**config.mk**
```make
export PLATFORM = sky130hd
export DESIGN_NAME = vend_controller_flat
export DESIGN_NICKNAME = d
export VERILOG_FILES = /design/src/rtl/vend_if.sv /design/src/rtl/vend_controller.sv /design/src/flat_wrapper.sv
export SDC_FILE = /design/constraint.sdc
export NUM_CORES = 1
export LEC_CHECK = 0
export BUFFER_PORTS_ARGS = -buffer_cell sky130_fd_sc_hd__buf_4
export CAP_MARGIN = 0
export CORE_ASPECT_RATIO = 1.75
export CORE_MARGIN = 5
export CORE_UTILIZATION = 60
export DETAILED_ROUTE_END_ITERATION = 8
export GPL_TIMING_DRIVEN = 0
export PLACE_DENSITY = 0.79
export SETUP_SLACK_MARGIN = 0.4
export SYNTH_ARGS = -nofsm -noshare
export SYNTH_HDL_FRONTEND = slang
export SYNTH_SLANG_ARGS = --single-unit
```
**constraint.sdc**
```tcl
create_clock -name clk -period 3.44 [get_ports clk]
set_input_delay 0.344 -clock clk [delete_from_list [all_inputs] [get_ports clk]]
set_output_delay 0.344 -clock clk [all_outputs]
set_load 0.02 [all_outputs]
```
**src/rtl/vend_if.sv**
```systemverilog
// Request/response bundle between the vending front panel and vend_controller.
// Requests are single-cycle valid strobes with no ready: the controller samples them every cycle; responses are one-cycle registered pulses.
interface vend_if;
  logic       coin_valid;
  logic [1:0] coin_code;
  logic       select_valid;
  logic [1:0] select_item;
  logic       cancel;
  logic [3:0] stock_available;
  logic [1:0] item_select;
  logic       vend_pulse;
  logic [7:0] credit;
  logic       coin_reject;
  logic       err_sold_out;
  logic       err_funds;
  logic       change_valid;
  logic [1:0] change_code;
  logic       busy;
  logic [1:0] state_dbg;

  modport master (
    output coin_valid, coin_code, select_valid, select_item, cancel, stock_available,
    input  item_select, vend_pulse, credit, coin_reject, err_sold_out, err_funds,
           change_valid, change_code, busy, state_dbg
  );

  modport slave (
    input  coin_valid, coin_code, select_valid, select_item, cancel, stock_available,
    output item_select, vend_pulse, credit, coin_reject, err_sold_out, err_funds,
           change_valid, change_code, busy, state_dbg
  );
endinterface

```
**src/rtl/vend_controller.sv**
```systemverilog
// Vending transaction controller: accumulates credit, validates selections,
// issues the vend pulse to the inventory tracker and pays change one coin per cycle.
module vend_controller #(
  parameter int PRICE0     = 75,
  parameter int PRICE1     = 100,
  parameter int PRICE2     = 125,
  parameter int PRICE3     = 150,
  parameter int CREDIT_MAX = 250
) (
  input logic   clk,
  input logic   rst,
  vend_if.slave bus
);

  typedef enum logic [1:0] {
    IDLE   = 2'd0,
    CREDIT = 2'd1,
    VEND   = 2'd2,
    CHANGE = 2'd3
  } state_t;

  state_t     state_q, state_d;
  logic [7:0] credit_d;
  logic [1:0] item_d;
  logic [1:0] code_d;
  logic       vend_d, reject_d, sold_d, funds_d, chg_d, busy_d;
  logic       accept;
  logic [8:0] coin_amt, sum, price_sel, price_held, remain, left;

  function automatic logic [8:0] coin_value(input logic [1:0] code);
    case (code)
      2'b00:   coin_value = 9'd5;
      2'b01:   coin_value = 9'd10;
      2'b10:   coin_value = 9'd25;
      default: coin_value = 9'd100;
    endcase
  endfunction

  function automatic logic [8:0] price_of(input logic [1:0] idx);
    case (idx)
      2'd0:    price_of = 9'(PRICE0);
      2'd1:    price_of = 9'(PRICE1);
      2'd2:    price_of = 9'(PRICE2);
      default: price_of = 9'(PRICE3);
    endcase
  endfunction

  // Greedy denomination for the next change coin.
  function automatic logic [1:0] change_for(input logic [8:0] amt);
    if (amt >= 9'd25)      change_for = 2'b10;
    else if (amt >= 9'd10) change_for = 2'b01;
    else                   change_for = 2'b00;
  endfunction

  assign coin_amt   = coin_value(bus.coin_code);
  assign sum        = {1'b0, bus.credit} + coin_amt;
  assign price_sel  = price_of(bus.select_item);
  assign price_held = price_of(bus.item_select);
  assign remain     = {1'b0, bus.credit} - price_held;
  // In CHANGE the credit register still includes the coin shown this cycle.
  assign left       = {1'b0, bus.credit} - coin_value(bus.change_code);

  always_comb begin
    state_d  = state_q;
    credit_d = bus.credit;
    item_d   = bus.item_select;
    code_d   = 2'b00;
    vend_d   = 1'b0;
    reject_d = 1'b0;
    sold_d   = 1'b0;
    funds_d  = 1'b0;
    chg_d    = 1'b0;
    accept   = 1'b0;
    case (state_q)
      IDLE: begin
        funds_d = bus.select_valid;
        if (bus.coin_valid) begin
          credit_d = coin_amt[7:0];
          state_d  = CREDIT;
        end
      end
      CREDIT: begin
        if (bus.cancel) begin
          state_d  = CHANGE;
          chg_d    = 1'b1;
          code_d   = change_for({1'b0, bus.credit});
          reject_d = bus.coin_valid;
        end else begin
          if (bus.select_valid) begin
            if (!bus.stock_available[bus.select_item]) begin
              sold_d = 1'b1;
            end else if ({1'b0, bus.credit} < price_sel) begin
              funds_d = 1'b1;
            end else begin
              accept   = 1'b1;
              item_d   = bus.select_item;
              vend_d   = 1'b1;
              state_d  = VEND;
              reject_d = bus.coin_valid;
            end
          end
          // A failed select leaves the same-cycle coin to be processed normally.
          if (bus.coin_valid && !accept) begin
            if (sum > 9'(CREDIT_MAX)) reject_d = 1'b1;
            else                      credit_d = sum[7:0];
          end
        end
      end
      VEND: begin
        credit_d = remain[7:0];
        reject_d = bus.coin_valid;
        if (remain != 9'd0) begin
          state_d = CHANGE;
          chg_d   = 1'b1;
          code_d  = change_for(remain);
        end else begin
          state_d = IDLE;
        end
      end
      CHANGE: begin
        credit_d = left[7:0];
        reject_d = bus.coin_valid;
        if (left != 9'd0) begin
          chg_d  = 1'b1;
          code_d = change_for(left);
        end else begin
          state_d = IDLE;
        end
      end
      default: state_d = IDLE;
    endcase
    busy_d = (state_d == VEND) || (state_d == CHANGE);
  end

  always_ff @(posedge clk or posedge rst) begin
    if (rst) begin
      state_q          <= IDLE;
      bus.credit       <= 8'd0;
      bus.item_select  <= 2'd0;
      bus.vend_pulse   <= 1'b0;
      bus.coin_reject  <= 1'b0;
      bus.err_sold_out <= 1'b0;
      bus.err_funds    <= 1'b0;
      bus.change_valid <= 1'b0;
      bus.change_code  <= 2'b00;
      bus.busy         <= 1'b0;
    end else begin
      state_q          <= state_d;
      bus.credit       <= credit_d;
      bus.item_select  <= item_d;
      bus.vend_pulse   <= vend_d;
      bus.coin_reject  <= reject_d;
      bus.err_sold_out <= sold_d;
      bus.err_funds    <= funds_d;
      bus.change_valid <= chg_d;
      bus.change_code  <= code_d;
      bus.busy         <= busy_d;
    end
  end

  assign bus.state_dbg = state_q;

endmodule

```
**src/flat_wrapper.sv**
```systemverilog
// flat-port wrapper written by rule: the top's interface ports become plain ports
module vend_controller_flat 
#(
  parameter int PRICE0     = 75,
  parameter int PRICE1     = 100,
  parameter int PRICE2     = 125,
  parameter int PRICE3     = 150,
  parameter int CREDIT_MAX = 250
)
  (clk, rst, bus_coin_valid, bus_coin_code, bus_select_valid, bus_select_item, bus_cancel, bus_stock_available, bus_item_select, bus_vend_pulse, bus_credit, bus_coin_reject, bus_err_sold_out, bus_err_funds, bus_change_valid, bus_change_code, bus_busy, bus_state_dbg);
  vend_if bus_i ();
  input logic clk;
  input logic rst;
  input wire logic [$bits(bus_i.coin_valid)-1:0] bus_coin_valid;
  input wire logic [$bits(bus_i.coin_code)-1:0] bus_coin_code;
  input wire logic [$bits(bus_i.select_valid)-1:0] bus_select_valid;
  input wire logic [$bits(bus_i.select_item)-1:0] bus_select_item;
  input wire logic [$bits(bus_i.cancel)-1:0] bus_cancel;
  input wire logic [$bits(bus_i.stock_available)-1:0] bus_stock_available;
  output wire logic [$bits(bus_i.item_select)-1:0] bus_item_select;
  output wire logic [$bits(bus_i.vend_pulse)-1:0] bus_vend_pulse;
  output wire logic [$bits(bus_i.credit)-1:0] bus_credit;
  output wire logic [$bits(bus_i.coin_reject)-1:0] bus_coin_reject;
  output wire logic [$bits(bus_i.err_sold_out)-1:0] bus_err_sold_out;
  output wire logic [$bits(bus_i.err_funds)-1:0] bus_err_funds;
  output wire logic [$bits(bus_i.change_valid)-1:0] bus_change_valid;
  output wire logic [$bits(bus_i.change_code)-1:0] bus_change_code;
  output wire logic [$bits(bus_i.busy)-1:0] bus_busy;
  output wire logic [$bits(bus_i.state_dbg)-1:0] bus_state_dbg;
  assign bus_i.coin_valid = bus_coin_valid;
  assign bus_i.coin_code = bus_coin_code;
  assign bus_i.select_valid = bus_select_valid;
  assign bus_i.select_item = bus_select_item;
  assign bus_i.cancel = bus_cancel;
  assign bus_i.stock_available = bus_stock_available;
  assign bus_item_select = bus_i.item_select;
  assign bus_vend_pulse = bus_i.vend_pulse;
  assign bus_credit = bus_i.credit;
  assign bus_coin_reject = bus_i.coin_reject;
  assign bus_err_sold_out = bus_i.err_sold_out;
  assign bus_err_funds = bus_i.err_funds;
  assign bus_change_valid = bus_i.change_valid;
  assign bus_change_code = bus_i.change_code;
  assign bus_busy = bus_i.busy;
  assign bus_state_dbg = bus_i.state_dbg;
  vend_controller #(.PRICE0(PRICE0), .PRICE1(PRICE1), .PRICE2(PRICE2), .PRICE3(PRICE3), .CREDIT_MAX(CREDIT_MAX)) u_core (.clk(clk), .rst(rst), .bus(bus_i));
endmodule
```
==> impl_results.md <==
- Slowest stage cell, crit path: dfrtp_1
- First DRT Iteration DRCs: 108
- Postcts setup bufs: 0
- Die ar.: 5960 µm²
- P&R area growth vs syn: 14.3%
- First-pass GRT wire length: 11.3 mm
- Initial antenna violation count: 0
- Crit-path cells: ha_1 > inv_1 > fa_1 > nor2b_4 > o31a_1 > or4_4 > o2111ai_2 > nor4_4 > nor2_8 > mux2_4
- Hold Crit Class: input pin to asynchronous set/reset pin
- Worst-margin pin slew: 0.801 ns
- Initial core utilization: 61.5%
- Vias: 2,431
- Synth Instances: 300
- CORE AREA: 4360 µm²
- Required time worst endpoint: 3.60 ns
- Worst path buffer plus inverter count: 1
- Synth top area share: 19.6%
- Later-pin clock latency in the skew report: 0.27 ns
- Final hold vios: 0
- DIE WIDTH: 60.5 µm
- Register area share after synthesis: 18.7%
- Asr flop ratio synth: 100%
- # resized after CTS: 0
- Grt ovf: 0
- CTS Root Cell: clkbuf_8
- Routed Antenna Nets: 0
- Crit path DAT: 3.05 ns
- DR vias/cell: 6.28
- Final setup fails: 0
- Synth warnings: 0
- Netlist cell types: 69
- Largest net degree at the start of global routing: 21
- EDFF count, synth: 0
- Routability Congestion: 0.889
- Top cells by area, synth: ha_1, dfrtp_1, inv_1
- PortBufs: 32
- CTS tree: built
- Drt wl/cell: 17.8 µm
- Worst path max stage delay: 0.54 ns
- Post-DP HPWL: 5.57 mm
- CP Max Fanout: 8
- Critical Path Start Type: register
- Status: complete, no violations
- Setup CP Type: register to register
- Die span in y: 98.5 µm
- Most numerous cell in the Yosys netlist: ha_1
- Final WL: 6.87 mm
- TNS Setup: 0 ns
- Yosys top cell by area: ha_1
- Syn avg cell area: 8.94 µm²
- Post-synthesis register bit count: 20
- Synthesized net count: 358
- DRC viols: 0
- Max Cap Viol: 0
- Drt first pass iters: 4
- Vias in the first global route: 2,546
- RSZ-0062 raised after global routing: false
- GR Util All Layers: 24.7%
- Slew Viols, Final: 0
- Fillers: 359
- Ant diodes: 0
- Hold Slack: 0.228 ns
- Top delay family on crit path: simple AND/OR/NAND/NOR gates
- Synth top cells by count: ha_1, inv_1, nor2_1
- Worst Skew: 0.00508 ns
- Mapped cell area: 2680 µm²
- Synth Flop Type: dfrtp_1
- Number of H-tree levels: 1
- Nets: 395
- Crit end category: register
- Num rows: 32
- CTS max path bufs: 2
- Worst-path clk slew: 0.08 ns
- Clk sink count: 20
- Slew HR: 46.5%
- Hold-fix buffers, CTS: 0
- F_max: 346 MHz
- Share of cells above drive strength 1: 19.0%
- Final worst path period share: 84.0%
- Tmin final: 2.89 ns
- # IOs: 33
- CTS Buf Count: 3
## placed cells by master, fill, tap and decap left out, types with 6 or more instances in the layout
cell type	n
nand2_1	15
nor2b_1	6
buf_4	32
inv_1	31
dfrtp_1	19
nor2_1	22
a21oi_1	19
o21ai_0	17
o21a_1	6
mux2_4	6
ha_1	42
## path summary, 6_finish.rpt
check | start | to | slack, ns | cells past startpoint
worst min-delay path | rst | u_core.bus.credit[6] | 0.23 | 2
max in group asynchronous | rst | u_core.bus.credit[1] | 2.67 | 2
worst min register to register | u_core.bus.item_select[1] | u_core.bus.item_select[1] | 0.64 | 2
min in group clk | bus_select_valid | u_core.bus.err_funds | 0.37 | 3
worst max register to register | u_core.bus.credit[0] | u_core.bus.credit[3] | 0.55 | 10
worst max-delay path | u_core.bus.credit[0] | u_core.bus.credit[3] | 0.55 | 10
## cells by family after synthesis
| kind of cell | share of synthesized area, % |
|---|---|
| AO/OA/AOI/OAI | 23.7 |
| XOR/XNOR | 2.94 |
| adder cells (fa/ha/maj) | 21.8 |
| buffers and inverters | 6.20 |
| flip-flops | 18.7 |
| multiplexers | 8.82 |
| AND/OR/NAND/NOR | 17.8 |
## metal layers
metal  global-route usage, %  part of all wire (%)  vias to the layer above
li1                        -                     -                     1187
met1                    27.3                    37                     1124
met2                    42.2                    52                       86
met3                    1.70                   4.1                       34
met4                    18.0                   7.2                        0
met5                       0                     0                        -
## sequential cells by signal, indices dropped and copies added (netlist names)
| name | cells |
|---|---|
| u_core.bus.change_valid | 1 |
| u_core.bus.err_funds | 1 |
| u_core.bus.vend_pulse | 1 |
| u_core.bus.credit | 8 |
| u_core.bus.busy | 1 |
| u_core.bus.err_sold_out | 1 |
| u_core.bus.state_dbg | 2 |
| u_core.bus.item_select | 2 |
| u_core.bus.coin_reject | 1 |
| u_core.bus.change_code | 2 |
## layout make-up
cell class | instances | area (µm²) | area share (%)
multi-input cells | 243 | 2020 | 66.0
flip-flops and latches | 20 | 502 | 16.4
repair buffers | 32 | 240 | 7.83
inverters | 32 | 120 | 3.92
well taps | 51 | 63.8 | 2.08
plain buffers | 5 | 46.3 | 1.51
clock buffers | 3 | 41.3 | 1.35
clock inverters | 1 | 30.0 | 0.979
## per-stage QoR
stage               instances  utilization [%]  setup slack [ns]  area, µm²
floorplan                 300                -             0.703       2680
global placement          383             68.4             0.385       2990
detailed placement        383             68.4             0.355       2990
CTS                       387             70.1             0.416       3060
global route              387             70.3             0.420       3070
finish                    387             70.3             0.550       3070
Power is not shown: default switching activity piles up to over one toggle a cycle in this logic, so the estimate is an artifact.
